==> src/rtl/mux_serializer_pkg.sv <==
// Shared definitions for the word-to-bit serializer: default geometry and FSM state codes.
package mux_serializer_pkg;

    localparam int WIDTH_DEF    = 32;
    localparam int CHANNELS_DEF = 5;

    localparam logic [0:0] ST_IDLE  = 1'b0;
    localparam logic [0:0] ST_SHIFT = 1'b1;

endpackage

==> src/rtl/mux_serializer_if.sv <==
// Parallel-in / serial-out handshake bundle; slave side is the serializer.
interface mux_serializer_if
    import mux_serializer_pkg::*;
#(
    parameter int width    = WIDTH_DEF,
    parameter int channels = CHANNELS_DEF
);
    logic [width-1:0]    in_data;
    logic                in_valid;
    logic                in_ready;
    logic                out_bit;
    logic                out_valid;
    logic                out_ready;
    logic                out_last;
    logic [channels-1:0] sel;

    modport slave (
        input  in_data, in_valid, out_ready,
        output in_ready, out_bit, out_valid, out_last, sel
    );

    modport master (
        output in_data, in_valid, out_ready,
        input  in_ready, out_bit, out_valid, out_last, sel
    );
endinterface

==> src/rtl/mux_serializer_mux.sv <==
// Plain N:1 bit mux; picks data_i[sel_i].
module mux_serializer_mux #(
    parameter int width    = 32,
    parameter int channels = 5
) (
    input  logic [width-1:0]    data_i,
    input  logic [channels-1:0] sel_i,
    output logic                bit_o
);
    assign bit_o = data_i[sel_i];
endmodule

==> src/rtl/mux_serializer.sv <==
// Serializes a latched word LSB first; a new word can be taken on the last-bit
// consume so back-to-back words stream without a bubble.
module mux_serializer
    import mux_serializer_pkg::*;
#(
    parameter int width    = WIDTH_DEF,
    parameter int channels = CHANNELS_DEF
) (
    input  logic             clk,
    input  logic             rst,
    mux_serializer_if.slave  bus
);
    localparam logic [channels-1:0] SEL_LAST = channels'(width - 1);

    logic [0:0]          state_q, state_d;
    logic [channels-1:0] sel_q, sel_d;
    logic [width-1:0]    word_q, word_d;
    logic                mux_bit;
    logic                shifting, last, accept, consume;

    mux_serializer_mux #(.width(width), .channels(channels)) u_mux (
        .data_i (word_q),
        .sel_i  (sel_q),
        .bit_o  (mux_bit)
    );

    assign shifting = (state_q == ST_SHIFT);
    assign last     = shifting && (sel_q == SEL_LAST);
    assign consume  = shifting && bus.out_ready;
    assign accept   = bus.in_valid && bus.in_ready;

    assign bus.out_valid = shifting;
    assign bus.out_last  = last;
    // Gated so a stale word left in the latch never shows while idle.
    assign bus.out_bit   = shifting & mux_bit;
    assign bus.in_ready  = !shifting || (last && bus.out_ready);
    assign bus.sel       = sel_q;

    always_comb begin
        state_d = state_q;
        sel_d   = sel_q;
        word_d  = word_q;
        if (accept) begin
            word_d  = bus.in_data;
            sel_d   = '0;
            state_d = ST_SHIFT;
        end else if (consume) begin
            if (last) begin
                sel_d   = '0;
                state_d = ST_IDLE;
            end else begin
                sel_d = sel_q + 1'b1;
            end
        end
    end

    always_ff @(posedge clk) begin
        if (rst) begin
            state_q <= ST_IDLE;
            sel_q   <= '0;
            word_q  <= '0;
        end else begin
            state_q <= state_d;
            sel_q   <= sel_d;
            word_q  <= word_d;
        end
    end
endmodule

==> src/flat_wrapper.sv <==
// flat-port wrapper written by rule: the top's interface ports become plain ports
module mux_serializer_flat import mux_serializer_pkg::*;
#(
    parameter int width    = WIDTH_DEF,
    parameter int channels = CHANNELS_DEF
)
  (clk, rst, bus_in_data, bus_in_valid, bus_out_ready, bus_in_ready, bus_out_bit, bus_out_valid, bus_out_last, bus_sel);
  mux_serializer_if #(.width(width), .channels(channels)) bus_i ();
  input  logic clk;
  input  logic rst;
  input wire logic [$bits(bus_i.in_data)-1:0] bus_in_data;
  input wire logic [$bits(bus_i.in_valid)-1:0] bus_in_valid;
  input wire logic [$bits(bus_i.out_ready)-1:0] bus_out_ready;
  output wire logic [$bits(bus_i.in_ready)-1:0] bus_in_ready;
  output wire logic [$bits(bus_i.out_bit)-1:0] bus_out_bit;
  output wire logic [$bits(bus_i.out_valid)-1:0] bus_out_valid;
  output wire logic [$bits(bus_i.out_last)-1:0] bus_out_last;
  output wire logic [$bits(bus_i.sel)-1:0] bus_sel;
  assign bus_i.in_data = bus_in_data;
  assign bus_i.in_valid = bus_in_valid;
  assign bus_i.out_ready = bus_out_ready;
  assign bus_in_ready = bus_i.in_ready;
  assign bus_out_bit = bus_i.out_bit;
  assign bus_out_valid = bus_i.out_valid;
  assign bus_out_last = bus_i.out_last;
  assign bus_sel = bus_i.sel;
  mux_serializer #(.width(width), .channels(channels)) u_core (.clk(clk), .rst(rst), .bus(bus_i));
endmodule
==> config.mk <==
export PLATFORM = sky130hd
export DESIGN_NAME = mux_serializer_flat
export DESIGN_NICKNAME = d
export VERILOG_FILES = /design/src/rtl/mux_serializer_pkg.sv /design/src/rtl/mux_serializer_if.sv /design/src/rtl/mux_serializer_mux.sv /design/src/rtl/mux_serializer.sv /design/src/flat_wrapper.sv
export SDC_FILE = /design/constraint.sdc
export NUM_CORES = 1
export LEC_CHECK = 0
export ABC_CLOCK_PERIOD_IN_PS = 2600
export BUFFER_PORTS_ARGS = -buffer_cell sky130_fd_sc_hd__buf_2
export CORE_ASPECT_RATIO = 1.25
export CORE_MARGIN = 2
export CORE_UTILIZATION = 45
export CTS_CLUSTER_SIZE = 8
export DETAILED_ROUTE_END_ITERATION = 8
export GPL_TIMING_DRIVEN = 0
export PLACE_DENSITY = 0.76
export SYNTH_ARGS = -nofsm -noshare
export SYNTH_HDL_FRONTEND = slang
export SYNTH_SLANG_ARGS = --single-unit
export TNS_END_PERCENT = 30
==> constraint.sdc <==
create_clock -name clk -period 2.6 [get_ports clk]
set_input_delay 0.26 -clock clk [delete_from_list [all_inputs] [get_ports clk]]
set_output_delay 0.26 -clock clk [all_outputs]
set_load 0.02 [all_outputs]
==> flow_results.xml, run 1 <==
<?xml version="1.0" encoding="UTF-8"?>
<metrics>
  <group name="final_layout">
    <metric name="post_route_cells_drive_above_1_share" unit="">0.245</metric>
    <metric name="multi_input_area" unit="um^2">850</metric>
    <metric name="regArea" unit="um^2">761</metric>
    <metric name="syn_to_final_growth" unit="%">21.1</metric>
    <metric name="final.fill_count" unit="">362</metric>
    <metric name="fin_nets" unit="">282</metric>
    <metric name="antenna-diode-count" unit="">0</metric>
    <metric name="final_cell_area" unit="mm^2">0.00204</metric>
  </group>
  <group name="grt">
    <metric name="antenna_violations_before_repair" unit="">0</metric>
    <metric name="pin_count_of_the_biggest_net_entering_global_routing" unit="">12</metric>
    <metric name="gr-usage-all-layers" unit="">0.191</metric>
    <metric name="overflow" unit="">0</metric>
    <metric name="grt_pass1_vias" unit="">1426</metric>
    <metric name="grt_pass1_wl" unit="um">6100</metric>
  </group>
  <group name="logic_synthesis">
    <metric name="async_reset_ff_frac" unit="">0</metric>
    <metric name="synth_warnings" unit="">0</metric>
    <metric name="synth_cells" unit="">194</metric>
    <metric name="yosys_most_used_dff" unit="">sky130_fd_sc_hd__dfxtp_1</metric>
    <metric name="ys_types" unit="">31</metric>
    <metric name="synthesis.nets" unit="">232</metric>
    <metric name="number_of_synthesized_register_bits" unit="">38</metric>
    <metric name="most_numerous_cell_types_in_the_synthesized_netlist" unit="">sky130_fd_sc_hd__nand2_1, sky130_fd_sc_hd__dfxtp_1, sky130_fd_sc_hd__a21oi_1</metric>
    <metric name="yosysMostFrequentCell" unit="">sky130_fd_sc_hd__nand2_1</metric>
    <metric name="synth.top_cell.area_share" unit="">0.453</metric>
    <metric name="netlist_top_cells_area" unit="">sky130_fd_sc_hd__dfxtp_1, sky130_fd_sc_hd__nand2_1, sky130_fd_sc_hd__a21oi_1</metric>
    <metric name="yosysTopAreaCell" unit="">sky130_fd_sc_hd__dfxtp_1</metric>
    <metric name="seq_area_frac_synth" unit="">0.453</metric>
    <metric name="synthesis.area" unit="mm^2">0.00168</metric>
    <metric name="synth-edff-count" unit="">0</metric>
    <metric name="postSynthAreaPerCell" unit="um^2">8.66</metric>
  </group>
  <group name="power_and_ir_drop">
    <metric name="switching_share" unit="">0.248</metric>
    <metric name="p_seq_frac" unit="">0.531</metric>
    <metric name="share_comb_of_total_power" unit="">0.114</metric>
    <metric name="switchingPower" unit="uW">293</metric>
    <metric name="irDropWorstVdd" unit="mV">0.334</metric>
    <metric name="internal_power" unit="uW">886</metric>
    <metric name="pwr-share-clk" unit="">0.355</metric>
    <metric name="cellLeakagePower" unit="uW">0.000856</metric>
    <metric name="power_per_cell_area" unit="mW/mm^2">579</metric>
  </group>
  <group name="route">
    <metric name="detail_route.drc_violations" unit="">2</metric>
    <metric name="routed_wirelength" unit="um">3680</metric>
    <metric name="viasPerCell" unit="">5.32</metric>
    <metric name="route.vias.total" unit="">1510</metric>
    <metric name="detail-route-antenna-nets" unit="">0</metric>
    <metric name="route.detailed.wl_per_inst" unit="um">13.0</metric>
    <metric name="drt_first_pass_iters" unit="">6</metric>
    <metric name="drt_iter0_markers" unit="">35</metric>
  </group>
  <group name="place">
    <metric name="gp_congestion" unit="">0.808</metric>
    <metric name="placement.cell_area" unit="mm^2">0.00194</metric>
    <metric name="place.port_buffers" unit="">43</metric>
    <metric name="dp.final_hpwl" unit="um">2650</metric>
  </group>
  <group name="run">
    <metric name="maxCapViolations" unit="">0</metric>
  </group>
  <group name="worst_hold_path">
    <metric name="hold-path-cell-count" unit="">3</metric>
    <metric name="hp-class" unit="">primary input to flip-flop</metric>
  </group>
  <group name="clock_tree">
    <metric name="cts_post_setup_buffers_inserted" unit="">0</metric>
    <metric name="cts_buffer_depth" unit="">2</metric>
    <metric name="post_cts_resize_count" unit="">0</metric>
    <metric name="worst_skew_pair.late_latency" unit="ns">0.29</metric>
    <metric name="cts-htree-levels" unit="">2</metric>
    <metric name="cts.reportedPaths.clkPinSlew" unit="ns">0.07</metric>
    <metric name="hold_buffers" unit="">0</metric>
    <metric name="tritoncts_clock_tree" unit="">yes</metric>
    <metric name="tritoncts_num_sinks" unit="">38</metric>
    <metric name="cts_buffers" unit="">5</metric>
    <metric name="cts_root_buf" unit="">sky130_fd_sc_hd__clkbuf_8</metric>
  </group>
  <group name="floorplan">
    <metric name="die_height" unit="um">72.3</metric>
    <metric name="design.portCount" unit="">45</metric>
    <metric name="die_area" unit="mm^2">0.00424</metric>
    <metric name="rows" unit="">24</metric>
    <metric name="initial_utilization" unit="">0.474</metric>
    <metric name="core_region_area" unit="mm^2">0.00354</metric>
    <metric name="fp.dieW" unit="um">58.7</metric>
  </group>
  <group name="critical_path">
    <metric name="cp_data_required_time" unit="ns">2.34</metric>
    <metric name="setup.reg_to_reg.worst_slack" unit="ns">0.26</metric>
    <metric name="start_kind" unit="">flip-flop</metric>
    <metric name="crit_path_max_cell_delay" unit="ns">0.51</metric>
    <metric name="setup.worst_path.class" unit="">flip-flop to output port</metric>
    <metric name="data_arrival_at_the_endpoint_of_the_critical_path" unit="ns">2.25</metric>
    <metric name="cell_count_of_the_worst_reg_to_reg_path" unit="">9</metric>
    <metric name="path_cells" unit="">buf_6 &gt; mux4_2 &gt; nor2b_1 &gt; a2111oi_0 &gt; and4b_1 &gt; buf_2</metric>
    <metric name="timing.critical_path.slowest_stage_cell" unit="">sky130_fd_sc_hd__mux4_2</metric>
    <metric name="cp_max_fo" unit="">10</metric>
    <metric name="crit_path_end_kind" unit="">output port</metric>
  </group>
  <group name="timing">
    <metric name="layout_min_cycle_time" unit="ns">2.51</metric>
    <metric name="max_freq" unit="GHz">0.398</metric>
    <metric name="maxSlewViolCount" unit="">0</metric>
    <metric name="hold_viol" unit="">0</metric>
    <metric name="report.final.setup_viol" unit="">0</metric>
    <metric name="rsz0062_at_grt" unit="">false</metric>
    <metric name="finalCritPeriodShare" unit="">0.966</metric>
    <metric name="worst_setup_skew_after_layout" unit="ns">0.00530</metric>
    <metric name="setup-tns-final" unit="ns">0</metric>
    <metric name="tightest_slew_margin_relative_to_the_limit" unit="">0.666</metric>
    <metric name="tightestPinTransition" unit="ns">0.501</metric>
  </group>
  <group name="run_status">
    <metric name="status" unit="">complete, but fails checks</metric>
    <metric name="failed_checks" unit="">design-rule violations</metric>
  </group>
</metrics>
layout make-up:
cell class | count | area share
multi-input cells | 141 | 0.417
flip-flops and latches | 38 | 0.374
repair buffers | 43 | 0.106
clock buffers | 7 | 0.0424
plain buffers | 14 | 0.0326
well taps | 39 | 0.0240
clock inverters | 1 | 0.00246
inverters | 1 | 0.00184
logic make-up after synthesis:
group	count (synthesis)	synth area share
AND/OR/NAND/NOR	82	0.208
AO/OA/AOI/OAI	44	0.143
flip-flops	38	0.453
buffers and inverters	15	0.0417
multiplexers	13	0.140
adder cells (fa/ha/maj)	2	0.0149
layer usage:
layer	GRT usage	vias to the layer above	wire [um]
li1	-	767	-
met1	0.213	704	1540
met2	0.340	33	1910
met3	0.0463	6	169
met4	0.0859	0	62
met5	0	-	0
critical path: cells and delay by family (launching register included):
kind	cells	cell delay (ns)
simple gates	2	0.38
buf+inv	2	0.34
compound gates	1	0.35
mux	1	0.51
flops	1	0.37
stage by stage:
step                setup slack [ns]  instances  total power (uW)  utilization  hold WS [ns]
floorplan                      0.459        194               722            -         0.389
CTS                           0.0884        284              1190        0.575         0.195
global route                  0.0161        284              1230        0.575         0.191
finish                        0.0888        284              1180        0.575         0.199
detailed placement             0.290        276               775        0.549         0.444
global placement               0.347        276               771        0.549         0.438
worst paths after layout:
| check | from | endpoint |
|---|---|---|
| worst min-delay path | bus_in_data[20] | u_core.word_q[20] |
| worst max register to register | u_core.bus.sel[1] | u_core.word_q[8] |
| worst min register to register | u_core.word_q[17] | u_core.word_q[17] |
| worst max-delay path | u_core.bus.sel[0] | bus_out_bit |
layout by cell type, fill, tap and decap left out, drive strengths merged, types with 2 or more instances in the layout:
| cell | count |
|---|---|
| a211oi | 2 |
| a21oi | 34 |
| and2 | 2 |
| buf | 52 |
| clkbuf | 12 |
| dfxtp | 38 |
| ha | 2 |
| mux2 | 2 |
| mux2i | 4 |
| mux4 | 7 |
| nand2 | 67 |
| nand3b | 2 |
| nor2 | 2 |
| nor3 | 3 |
| o21ai | 3 |
registers in the layout, summed over array words and instances (netlist names):
name,cells
u_core.bus.out_valid,1
u_core.bus.sel,5
u_core.word_q,32
power by group through the flow:
stage | logic (uW) | clock network, uW | registers [uW]
detailed placement | 135 | 0 | 640
global route | 153 | 452 | 629
CTS | 136 | 424 | 626
global placement | 133 | 0 | 638
floorplan | 84.6 | 0 | 637
finish | 135 | 418 | 626
(Power assumes the default switching activity.)
==> run 2: changes to the inputs <==
--- a/config.mk
+++ b/config.mk
@@ -5,7 +5,7 @@
 export SDC_FILE = /design/constraint.sdc
 export NUM_CORES = 1
 export LEC_CHECK = 0
-export ABC_CLOCK_PERIOD_IN_PS = 2600
+export ABC_CLOCK_PERIOD_IN_PS = 2500
 export BUFFER_PORTS_ARGS = -buffer_cell sky130_fd_sc_hd__buf_2
 export CORE_ASPECT_RATIO = 1.25
 export CORE_MARGIN = 2
==> constraint.sdc (replaced) <==
create_clock -name clk -period 2.5 [get_ports clk]
set_input_delay 0.25 -clock clk [delete_from_list [all_inputs] [get_ports clk]]
set_output_delay 0.25 -clock clk [all_outputs]
set_load 0.02 [all_outputs]
==> run 2 against run 1 <==
Against the previous run:
- the flow still finishes with violations (design-rule violations)
- clock power increased by 4%
- combinational power is 7% higher
- final area increased by 1.5%
- hold slack got worse by 0.0096 ns
- global-route usage increased by 0.18 points
- register-to-register slack improved by 0.06 ns
- first-iteration DRC count shrank 17%
- worst setup slack gained 0.0063 ns
- non-clock buffer count up 2
- critical path depth down 1
- clock-buffer cell count did not move
- die area is the same
- critical path type unchanged
- largest cell class unchanged
==> flow_results.xml, run 2 (synthesis gave the netlist of run 1 again) <==
<?xml version="1.0" encoding="UTF-8"?>
<metrics>
  <group name="run_status">
    <metric name="status" unit="">complete, but fails checks</metric>
    <metric name="failed_checks" unit="">design-rule violations</metric>
  </group>
  <group name="critical_path">
    <metric name="cp_max_fo" unit="">4</metric>
    <metric name="start_kind" unit="">flip-flop</metric>
    <metric name="data_arrival_at_the_endpoint_of_the_critical_path" unit="ns">2.15</metric>
    <metric name="worst_r2r_start" unit="">u_core.bus.sel[1]</metric>
    <metric name="setup.worst_path.class" unit="">flip-flop to output port</metric>
    <metric name="regToRegEndpoint" unit="">u_core.word_q[8]</metric>
    <metric name="crit_path_end_kind" unit="">output port</metric>
    <metric name="setup.reg_to_reg.worst_slack" unit="ns">0.32</metric>
    <metric name="cell_count_of_the_worst_reg_to_reg_path" unit="">8</metric>
    <metric name="cp_data_required_time" unit="ns">2.25</metric>
  </group>
  <group name="floorplan">
    <metric name="design.portCount" unit="">45</metric>
    <metric name="initial_utilization" unit="">0.474</metric>
    <metric name="die_height" unit="um">72.3</metric>
    <metric name="core_region_area" unit="mm^2">0.00354</metric>
    <metric name="rows" unit="">24</metric>
    <metric name="die_area" unit="mm^2">0.00424</metric>
    <metric name="fp.dieW" unit="um">58.7</metric>
  </group>
  <group name="timing">
    <metric name="postLayoutSetupSlackWorst" unit="ns">0.0951</metric>
    <metric name="hold_viol" unit="">0</metric>
    <metric name="tightest_slew_margin_relative_to_the_limit" unit="">0.662</metric>
    <metric name="finalCritPeriodShare" unit="">0.962</metric>
    <metric name="hold_slack" unit="ns">0.189</metric>
    <metric name="tightestPinTransition" unit="ns">0.507</metric>
    <metric name="report.final.setup_viol" unit="">0</metric>
    <metric name="max_freq" unit="GHz">0.416</metric>
    <metric name="rsz0062_at_grt" unit="">false</metric>
    <metric name="worst_setup_skew_after_layout" unit="ns">0.00591</metric>
    <metric name="maxSlewViolCount" unit="">0</metric>
    <metric name="setup-tns-final" unit="ns">0</metric>
    <metric name="layout_min_cycle_time" unit="ns">2.40</metric>
  </group>
  <group name="grt">
    <metric name="pin_count_of_the_biggest_net_entering_global_routing" unit="">12</metric>
    <metric name="grt_pass1_vias" unit="">1437</metric>
    <metric name="gr-usage-all-layers" unit="">0.193</metric>
    <metric name="overflow" unit="">0</metric>
    <metric name="antenna_violations_before_repair" unit="">0</metric>
    <metric name="grt_pass1_wl" unit="um">6150</metric>
  </group>
  <group name="route">
    <metric name="drt_first_pass_iters" unit="">6</metric>
    <metric name="viasPerCell" unit="">5.34</metric>
    <metric name="drt_iter0_markers" unit="">29</metric>
    <metric name="detail-route-antenna-nets" unit="">0</metric>
    <metric name="detail_route.drc_violations" unit="">2</metric>
    <metric name="route.vias.total" unit="">1527</metric>
    <metric name="route.detailed.wl_per_inst" unit="um">13.0</metric>
    <metric name="routed_wirelength" unit="um">3730</metric>
  </group>
  <group name="worst_hold_path">
    <metric name="hold-path-cell-count" unit="">3</metric>
    <metric name="min_from" unit="">bus_in_data[20]</metric>
    <metric name="min_delay_worst_endpoint" unit="">u_core.word_q[20]</metric>
    <metric name="hp-class" unit="">primary input to flip-flop</metric>
  </group>
  <group name="clock_tree">
    <metric name="cts_buffer_depth" unit="">2</metric>
    <metric name="cts.reportedPaths.clkPinSlew" unit="ns">0.07</metric>
    <metric name="tritoncts_num_sinks" unit="">38</metric>
    <metric name="cts_buffers" unit="">5</metric>
    <metric name="cts_root_buf" unit="">sky130_fd_sc_hd__clkbuf_8</metric>
    <metric name="tritoncts_clock_tree" unit="">yes</metric>
    <metric name="worst_skew_pair.late_latency" unit="ns">0.29</metric>
    <metric name="cts-htree-levels" unit="">2</metric>
  </group>
  <group name="power_and_ir_drop">
    <metric name="irDropWorstVdd" unit="mV">0.347</metric>
    <metric name="power_per_cell_area" unit="mW/mm^2">595</metric>
    <metric name="report.power.total" unit="uW">1230</metric>
    <metric name="cellLeakagePower" unit="uW">0.000879</metric>
  </group>
  <group name="final_layout">
    <metric name="largest_register_ffs" unit="">32</metric>
    <metric name="fin_nets" unit="">284</metric>
    <metric name="post_route_cells_drive_above_1_share" unit="">0.263</metric>
    <metric name="most_common_library_cell_in_the_layout_ignoring_fill_and_taps" unit="">sky130_fd_sc_hd__nand2_1</metric>
    <metric name="largest-register" unit="">u_core.word_q</metric>
    <metric name="mostFrequentLayoutCells" unit="">sky130_fd_sc_hd__nand2_1, sky130_fd_sc_hd__buf_2, sky130_fd_sc_hd__dfxtp_1, sky130_fd_sc_hd__a21oi_1</metric>
    <metric name="antenna-diode-count" unit="">0</metric>
    <metric name="syn_to_final_growth" unit="%">23.0</metric>
  </group>
  <group name="place">
    <metric name="place.port_buffers" unit="">43</metric>
    <metric name="gp_congestion" unit="">0.808</metric>
    <metric name="pre_cts_ws" unit="ns">0.190</metric>
    <metric name="dp.final_hpwl" unit="um">2650</metric>
  </group>
  <group name="run">
    <metric name="maxCapViolations" unit="">0</metric>
  </group>
</metrics>
==> run 2: worst max path at each step <==
stage | end | slack [ns] | depth (start not counted) | start
6_report | bus_out_bit | 0.1 | 5 | u_core.bus.sel[0]
5_1_grt | bus_out_bit | 0.02 | 5 | u_core.bus.sel[0]
4_1_cts | bus_out_bit | 0.06 | 6 | u_core.bus.sel[0]
3_5_place_dp | u_core.word_q[7] | 0.19 | 9 | u_core.bus.sel[1]
3_3_place_gp | u_core.word_q[6] | 0.25 | 9 | u_core.bus.sel[1]
2_1_floorplan | u_core.word_q[5] | 0.36 | 9 | u_core.bus.sel[1]
==> run 2: metal layers <==
layer  track usage  routed length, um  share of wire
met1         0.217               1570           0.42
met2         0.342               1920           0.51
met3        0.0463                175          0.047
met4        0.0859                 61          0.016
met5             0                  0              0
==> run 2: layout make-up <==
type / instances / area (um^2)
Buffer: 14 / 70.1
Timing Repair Buffer: 45 / 243
Clock inverter: 1 / 5.00
Fill cell: 358 / 1480
Inverter: 1 / 3.75
Multi-Input combinational cell: 141 / 850
Sequential cell: 38 / 761
Clock buffer: 7 / 86.3
Tap cell: 39 / 48.8
==> run 2: power breakdown <==
| group | internal [uW] | switching, uW |
|---|---|---|
| Combinational | 67.2 | 78.1 |
| Clock | 222 | 211 |
| Sequential | 636 | 14.8 |
==> run 2: critical path, cell delays in order (launching register included) <==
cell and delay, ns:
sky130_fd_sc_hd__dfxtp_1 0.37, sky130_fd_sc_hd__buf_6 0.14, sky130_fd_sc_hd__mux4_1 0.56, sky130_fd_sc_hd__a2111oi_0 0.39, sky130_fd_sc_hd__and4b_1 0.25, sky130_fd_sc_hd__buf_2 0.16
==> run 2: repair_timing <==
item	CTS	global route
pin swaps	0	1
gates resized for setup	0	3
hold buffers	0	0
buffers inserted	2	0
endpoints found under the setup margin	1	19
==> run 2: through the flow <==
step           cell area, um^2  std cells   util
2_1_floorplan             1680        194      -
3_3_place_gp              1940        276  0.549
3_5_place_dp              1940        276  0.549
4_1_cts                   2060        286  0.582
5_1_grt                   2070        286  0.583
6_report                  2070        286  0.583
